===== config.mk =====
export PLATFORM = sky130hd
export DESIGN_NAME = rip_branch_resolve_queue
export DESIGN_NICKNAME = d
export VERILOG_FILES = /design/src/rtl/rip_branch_resolve_queue.sv
export SDC_FILE = /design/constraint.sdc
export NUM_CORES = 1
export LEC_CHECK = 0
export CAP_MARGIN = 5
export CELL_PAD_IN_SITES_DETAIL_PLACEMENT = 1
export CELL_PAD_IN_SITES_GLOBAL_PLACEMENT = 1
export CORE_MARGIN = 3
export CORE_UTILIZATION = 49
export CTS_BUF_LIST = sky130_fd_sc_hd__clkbuf_8
export DETAILED_ROUTE_END_ITERATION = 8
export GPL_TIMING_DRIVEN = 0
export PLACE_DENSITY = 0.84
export REMOVE_ABC_BUFFERS = 1
export SETUP_SLACK_MARGIN = 0.2
export SYNTH_ARGS = -nofsm -noshare
export SYNTH_HDL_FRONTEND = slang
export SYNTH_SLANG_ARGS = --single-unit

===== constraint.sdc =====
create_clock -name clk -period 3.95 [get_ports clk]
set_input_delay 1.185 -clock clk [delete_from_list [all_inputs] [get_ports clk]]
set_output_delay 1.185 -clock clk [all_outputs]
set_load 0.01 [all_outputs]

===== src/rtl/rip_branch_resolve_queue.sv =====
// ---------------------------------------------------------------------------
// rip_branch_resolve_queue
//
// In-order queue between rip_branch_predictor and the execute-stage branch
// unit. Each conditional branch's prediction snapshot (PHT index, counter
// weight, predicted direction) is captured at fetch. When execute resolves
// the oldest in-flight branch, a registered PHT write is issued back to the
// predictor and mispredictions are flagged. A mispredict or flush squashes
// every younger (wrong-path) entry.
//
// Optional feature macro: RIP_BRQ_FULL_BYPASS_EN
//   When defined, a full queue that is popping this cycle still accepts a
//   push (push_ready gains a combinational path from resolve_valid).
//
// Parameters:
//   INDEX_WIDTH  PHT index width
//   DEPTH        number of in-flight entries (power of two, >= 2)
//
// Ports:
//   clk, rst        clock, synchronous active-high reset
//   push_valid      fetch has a conditional branch to enqueue
//   push_ready      queue accepts a push this cycle
//   push_index      predictor index for the branch
//   push_weight     predictor counter value for the branch
//   push_pred       predicted direction (1 = taken)
//   resolve_valid   execute resolves the oldest branch
//   resolve_taken   actual direction
//   flush           squash all entries
//   update          PHT write strobe (registered)
//   update_index    PHT address for the write
//   update_weight   counter value read at prediction
//   actual          resolved direction
//   mispredict      one-cycle pulse, resolved != predicted
//   count           occupancy
//   underflow       sticky, resolve seen on an empty queue
// ---------------------------------------------------------------------------

package rip_bpw_pkg;
    typedef enum logic [1:0] {
        STRONGLY_UNTAKEN = 2'b00,
        WEAKLY_UNTAKEN   = 2'b01,
        WEAKLY_TAKEN     = 2'b10,
        STRONGLY_TAKEN   = 2'b11
    } rip_bpw_t;
endpackage

module rip_branch_resolve_queue
    import rip_bpw_pkg::*;
#(
    parameter int INDEX_WIDTH = 32,
    parameter int DEPTH       = 4
) (
    input  logic                      clk,
    input  logic                      rst,
    input  logic                      push_valid,
    output logic                      push_ready,
    input  logic [INDEX_WIDTH-1:0]    push_index,
    input  rip_bpw_t                  push_weight,
    input  logic                      push_pred,
    input  logic                      resolve_valid,
    input  logic                      resolve_taken,
    input  logic                      flush,
    output logic                      update,
    output logic [INDEX_WIDTH-1:0]    update_index,
    output rip_bpw_t                  update_weight,
    output logic                      actual,
    output logic                      mispredict,
    output logic [$clog2(DEPTH):0]    count,
    output logic                      underflow
);

    localparam int PTR_W = $clog2(DEPTH);
    localparam int CNT_W = PTR_W + 1;
    localparam logic [CNT_W-1:0] DEPTH_CNT = CNT_W'(DEPTH);

    logic [INDEX_WIDTH-1:0] index_mem [DEPTH];
    rip_bpw_t               weight_mem [DEPTH];
    logic [DEPTH-1:0]       pred_mem;

    logic [PTR_W-1:0] wr_ptr;
    logic [PTR_W-1:0] rd_ptr;
    logic [PTR_W-1:0] wr_ptr_next;
    logic [PTR_W-1:0] rd_ptr_next;
    logic [CNT_W-1:0] count_next;

    logic not_empty;
    logic do_pop;
    logic wrong_path;
    logic squash;
    logic do_push;

    assign not_empty = (count != '0);

`ifdef RIP_BRQ_FULL_BYPASS_EN
    // A full queue frees its head slot this cycle when it pops, so the
    // incoming branch can take that slot.
    assign push_ready = (count < DEPTH_CNT) | (resolve_valid & not_empty);
`else
    assign push_ready = (count < DEPTH_CNT);
`endif

    assign do_pop     = resolve_valid & not_empty;
    assign wrong_path = do_pop & (resolve_taken != pred_mem[rd_ptr]);
    // Anything younger than the resolving branch is wrong-path on a
    // mispredict, and everything is dropped on a flush; a same-cycle push
    // is younger still, so it is dropped too.
    assign squash     = wrong_path | flush;
    assign do_push    = push_valid & push_ready & ~squash;

    always_comb begin
        rd_ptr_next = rd_ptr;
        wr_ptr_next = wr_ptr;
        count_next  = count;
        if (do_pop) begin
            rd_ptr_next = rd_ptr + PTR_W'(1);
        end
        if (squash) begin
            // Collapse the queue right behind the (possibly popped) head.
            wr_ptr_next = rd_ptr_next;
            count_next  = '0;
        end else begin
            if (do_push) begin
                wr_ptr_next = wr_ptr + PTR_W'(1);
            end
            if (do_push && !do_pop) begin
                count_next = count + CNT_W'(1);
            end else if (!do_push && do_pop) begin
                count_next = count - CNT_W'(1);
            end
        end
    end

    always_ff @(posedge clk) begin
        if (rst) begin
            wr_ptr        <= '0;
            rd_ptr        <= '0;
            count         <= '0;
            update        <= 1'b0;
            update_index  <= '0;
            update_weight <= STRONGLY_UNTAKEN;
            actual        <= 1'b0;
            mispredict    <= 1'b0;
            underflow     <= 1'b0;
        end else begin
            wr_ptr     <= wr_ptr_next;
            rd_ptr     <= rd_ptr_next;
            count      <= count_next;
            update     <= do_pop;
            mispredict <= wrong_path;
            if (do_pop) begin
                update_index  <= index_mem[rd_ptr];
                update_weight <= weight_mem[rd_ptr];
                actual        <= resolve_taken;
            end
            if (resolve_valid && !not_empty) begin
                underflow <= 1'b1;
            end
        end
    end

    // Entry storage needs no reset: validity is tracked by the pointers
    // and count alone.
    always_ff @(posedge clk) begin
        if (do_push) begin
            index_mem[wr_ptr]  <= push_index;
            weight_mem[wr_ptr] <= push_weight;
            pred_mem[wr_ptr]   <= push_pred;
        end
    end

endmodule

==> run metrics, run 1 <==
status completed; CP max stage delay 0.52 ns; Seq cells post-synth 185; Max Root-Sink Buffers 2; worst hold path type reg -> reg; Die ar. 15,400 um2; mux contribution to synthesized area 12.0%; critical path cell sequence clkdlybuf4s50_1 > nand2b_1 > mux2_4 > a31oi_2 > and2_1 > ha_1 > inv_1 > fa_1 > xor2_1 > nor2_1 > xnor2_1 > nor3_1; maximum vdd drop 0.277 mV; vias after detailed routing 3,700; Crit-path slowest cell clkdlybuf4s50_1; PortBufs 82; GR Layer Usage met1 23.0%; antenna cell count 0; io pins 83; EDFF count, synth 140; H-tree levels 4; max cap viols 0; sequential share of the synthesized area 74.5%; Synth cell types 32; Site Rows 42; Setup crit start kind input pin; number of vias per cell 5.47; wire length per cell 21.0 um; Worst Path Arrival 3.87 ns; GRT Overall Usage 18.9%; largest net degree at the start of global routing 42; Ys Warns 0; PD cells 477 nW/um2; Mapped Cells 401; Reg area 5110 um2; post-synthesis compound-gate area fraction 3.82%; Inst Count DP 645; Die Height 124 um; antenna violations before repair 0; crit end category flip-flop; commonest non-fill, non-tap cell in the layout edfxtp_1; crit path time final 3.52 ns; Layout Cells excl Fill 677; maximum fanout along the worst path 6; multi-input combinational cell area 1620 um2; CP top delay family buffers and inverters; setup TNS 0 ns; Final nets 535; GR Util met3 4.47%; Finish-stage setup viols 0; worst path bufs/invs 2; Max Slew Vio Count 0; syn_area_per_cell 17.1 um2; Antenna Nets Post-Route 0; HPWL Detailed 9.06 mm; final hold vios 0; clk_lat worst skew 0.45 ns; Worst-Margin Slew 0.800 ns; GP Congestion 0.696; worst rel slew slack 46.6%; Num CTS Buffers 17; clock tree sinks 185; Synth Area in Adders 1.21%; Worst-path clk slew 0.08 ns; FMAX 284 MHz; Starting Density 50.9%; asr flop ratio synth 0%; core area 13,500 um2; vias in the first global route 4,053; WP data required 4.30 ns; Most used DFF post-synth edfxtp_1; Remaining DRCs 0; layout cells sized above 1 16.2%; critical path class in -> reg; first drt pass iteration count 4; post-cts sizing count 0; filler cell count 1,224; most frequent cells in the layout 140 x edfxtp_1, 81 x clkdlybuf4s50_1, 72 x nand2_1; DRT iter0 DRCs 253; Post-Synth XOR/XNOR Area 0.895%; Finished Core Util 62.0%; setup bufs post-CTS 0; area grow syn2layout 21.9%; Most Crowded Layer GR met2; Routed WL 14.2 mm; Post-Synth Simple-Gate Area 5.55%; Post-Syn Area 6850 um2; total gr overflow 0; Final Skew 0.00803 ns; largest family of logic cells by synthesized area multiplexers; hold buffers post-CTS 0; grt met2 use 33.2%; final cycle utilization of the critical path 89.1%; CTS tree yes; unrepaired setup endpoints after global routing false; Die Span X 124 um; first-pass GRT wire length 22.3 mm; leak pwr 2.66 nW; Root Buffer clkbuf_8
-- routing by layer --
metal | vias to the layer above | routed length (um) | part of all wire [%]
met3 | 20 | 628 | 4.4
met5 | - | 0 | 0
li1 | 1679 | - | -
met4 | 0 | 210 | 1.5
met1 | 1902 | 5900 | 42
met2 | 99 | 7460 | 53
-- worst min-delay path, cell delays in order (launching register included) --
cell and delay, ns:
dfxtp_1 0.31, nand2_1 0.05, a21oi_1 0.05
-- state kept, by name, summed over array words and instances (netlist names) --
name,cells
update_weight,2
wr_ptr,2
underflow,1
rd_ptr,2
index_mem,128
update,1
count,3
actual,1
mispredict,1
weight_mem,8
pred_mem,4
update_index,32
-- cell usage after synthesis, types with 2 or more instances --
master	count	area (um2)
nor3_1	5	25.0
a21oi_1	37	185
buf_2	7	35.0
and3_1	4	25.0
xor2_1	4	35.0
buf_4	2	15.0
nor2_1	8	30.0
xnor2_1	3	26.3
dfxtp_1	45	901
nor2b_1	2	12.5
mux4_2	34	766
edfxtp_1	140	4200
ha_1	5	62.6
buf_6	2	22.5
mux2i_1	3	30.0
nand2_1	72	270
clkbuf_1	9	33.8
inv_1	5	18.8
-- through the flow --
stage | instance area (um2) | setup WS [ns] | power, W | hold slack (ns)
after floorplan | 6740 | 0.240 | 0.00250 | 0.474
after global placement | 7780 | -1.63 | 0.00270 | 0.441
after detailed placement | 7930 | -0.0350 | 0.00274 | 0.449
after CTS | 8350 | 0.444 | 0.00402 | 0.460
after global routing | 8350 | 0.285 | 0.00414 | 0.481
final | 8350 | 0.429 | 0.00398 | 0.457
-- logic make-up (layout without fill, tap and decap cells) --
logic type,after synthesis,count (layout)
xor+xnor,7,7
flops,185,185
simple gates,94,94
buf+inv,27,127
compound gates,43,43
mux,39,39
fa+ha+maj,6,6
-- path summary, 6_finish.rpt --
check / cells past startpoint / startpoint / end / slack (ns)
hold / removal: 2 / update_index[9] / update_index[9] / 0.46
setup reg to reg: 12 / rd_ptr[1] / count[2] / 0.72
setup / recovery: 12 / resolve_taken / count[2] / 0.43
hold reg to reg: 2 / update_index[9] / update_index[9] / 0.46
-- power breakdown --
| part | switching [W] | internal [W] |
|---|---|---|
| clock | 0.000612 | 0.000689 |
| sequential | 0.0000669 | 0.00218 |
| combinational | 0.000206 | 0.000231 |
-- cell type report --
class | count | area share [%]
Inverter | 6 | 0.270
Sequential cell | 185 | 61.2
Multi-Input combinational cell | 189 | 19.4
Tap cell | 176 | 2.64
Clock inverter | 14 | 1.99
Clock buffer | 18 | 2.97
Timing Repair Buffer | 89 | 11.5
Note: power is estimated with default switching activity, not from simulation.
==> inputs of run 2 (changes only) <==
Settings changed: CORE_MARGIN 3 to 1.
==> run metrics, run 2 (synthesized netlist as in run 1, its figures left out) <==
layout cells sized above 1 16.2%; Die Height 120 um; setup bufs post-CTS 0; clk_lat worst skew 0.45 ns; CTS tree yes; number of vias per cell 5.37; Site Rows 42; Starting Density 50.9%; final hold vios 0; Reg area 5110 um2; Critical Path Start resolve_taken; Worst-Margin Slew 0.785 ns; Reg2Reg Depth 12; vias in the first global route 3,964; multi-input combinational cell area 1630 um2; io pins 83; FF-to-FF Start rd_ptr[1]; Routed WL 14.0 mm; pre-CTS setup slack -0.158 ns; top flop regs index_mem x128, update_index x32, weight_mem x8; Worst path depth 12; worst rel slew slack 47.7%; Max Root-Sink Buffers 2; CP max stage delay 0.56 ns; Finish-stage setup viols 0; vias after detailed routing 3,631; H-tree levels 4; worst path bufs/invs 2; slack of the critical path 0.447 ns; commonest non-fill, non-tap cell in the layout edfxtp_1; maximum fanout along the worst path 6; PD cells 452 nW/um2; Max Slew Vio Count 0; crit path time final 3.50 ns; Die Span X 120 um; unrepaired setup endpoints after global routing false; R2R Path End count[2]; core area 13,500 um2; leak pwr 2.61 nW; largest net degree at the start of global routing 44; Die ar. 14,500 um2; Setup crit start kind input pin; WP data required 4.28 ns; worst hold path type reg -> reg; clock tree sinks 185; filler cell count 1,252; GP Congestion 0.694; most frequent cells in the layout 140 x edfxtp_1, 81 x clkdlybuf4s50_1, 72 x nand2_1; Remaining DRCs 0; CP top delay family buffers and inverters; antenna cell count 0; critical path cell sequence clkdlybuf4s50_1 > nand2b_1 > mux2_4 > a31oi_4 > and2_1 > ha_1 > inv_1 > fa_1 > xor2_1 > nor2_1 > xnor2_1 > nor3_1; Worst Path Arrival 3.84 ns; area grow syn2layout 20.7%; crit end category flip-flop; total gr overflow 0; Worst-path clk slew 0.08 ns; Largest register FFs 128; DRT iter0 DRCs 175; GRT Overall Usage 21.2%; Biggest register index_mem; FMAX 286 MHz; Num CTS Buffers 17; max cap viols 0; WHS 0.457 ns; PortBufs 82; first-pass GRT wire length 22.0 mm; final cycle utilization of the critical path 88.7%; HPWL Detailed 8.80 mm; wire length per cell 20.7 um; maximum vdd drop 0.289 mV; Crit-path slowest cell clkdlybuf4s50_1; first drt pass iteration count 4; CP endpoint count[2]; status completed; critical path class in -> reg; Final nets 535; Final Skew 0.0111 ns; Root Buffer clkbuf_8; antenna violations before repair 0; r2r setup slk 0.77 ns; Antenna Nets Post-Route 0
run 2: cell types whose count changed in the layout (fill, tap and decap cells not counted):
cell / change
bufinv_16: -4
clkbuf_8: +1
a31oi_4: +1
inv_2: -1
clkinv_1: -1
buf_12: +1
buf_16: -1
a31oi_2: -1
inv_4: +1
clkinvlp_4: +3
run 2: per-stage QoR:
step                      total power, W  setup TNS (ns)  utilization (%)  instances  cell area [um2]
final                            0.00373               0             61.4        676             8260
after global routing             0.00388               0             61.4        676             8260
after CTS                        0.00377               0             61.3        676             8250
after detailed placement         0.00273          -0.158             58.9        645             7930
after global placement           0.00270         -212.96             57.8        638             7780
after floorplan                  0.00250               0                -        380             6740
run 2: repair_timing:
action	in CTS	in global routing
resized for setup	0	3
setup endpoints to repair	0	1
hold buffers	0	0
run 2: layout make-up:
class,instances,area share (%)
flip-flops and latches,185,61.8
well taps,176,2.67
inverters,6,0.303
repair buffers,89,11.6
multi-input cells,189,19.7
clock inverters,12,0.787
clock buffers,19,3.16
run 2: where the power goes:
part	switching, W	internal, W
Clock	0.000602	0.000449
Sequential	0.0000678	0.00218
Combinational	0.000207	0.000231
Total	0.000877	0.00286
run 2: worst min-delay path by stage:
stage	depth (start not counted)	slack (ns)	end	startpoint
finish	2	0.46	update_index[27]	update_index[27]
global placement	2	0.44	update_weight[1]	update_weight[1]
detailed placement	2	0.45	actual	actual
CTS	2	0.46	actual	actual
global route	2	0.48	update_index[6]	update_index[6]
floorplan	2	0.47	actual	actual
run 2: routing by layer:
metal / GRT usage (%) / part of all wire [%] / routed length [um] / vias to the layer above
li1: - / - / - / 1677
met2: 36.5 / 52 / 7240 / 76
met4: 7.64 / 1.5 / 203 / 0
met5: 0 / 0 / 0 / -
met1: 26.4 / 43 / 5990 / 1863
met3: 4.67 / 3.9 / 540 / 15
run 2: worst reg2reg max path, cell delays in order (launching register included):
cell and delay (ns):
dfxtp_2 0.60, buf_12 0.26, mux2i_2 0.32, mux2_4 0.37
a31oi_4 0.26, and2_1 0.17, ha_1 0.19, inv_1 0.06
fa_1 0.38, xor2_1 0.16, nor2_1 0.11, xnor2_1 0.12
nor3_1 0.06
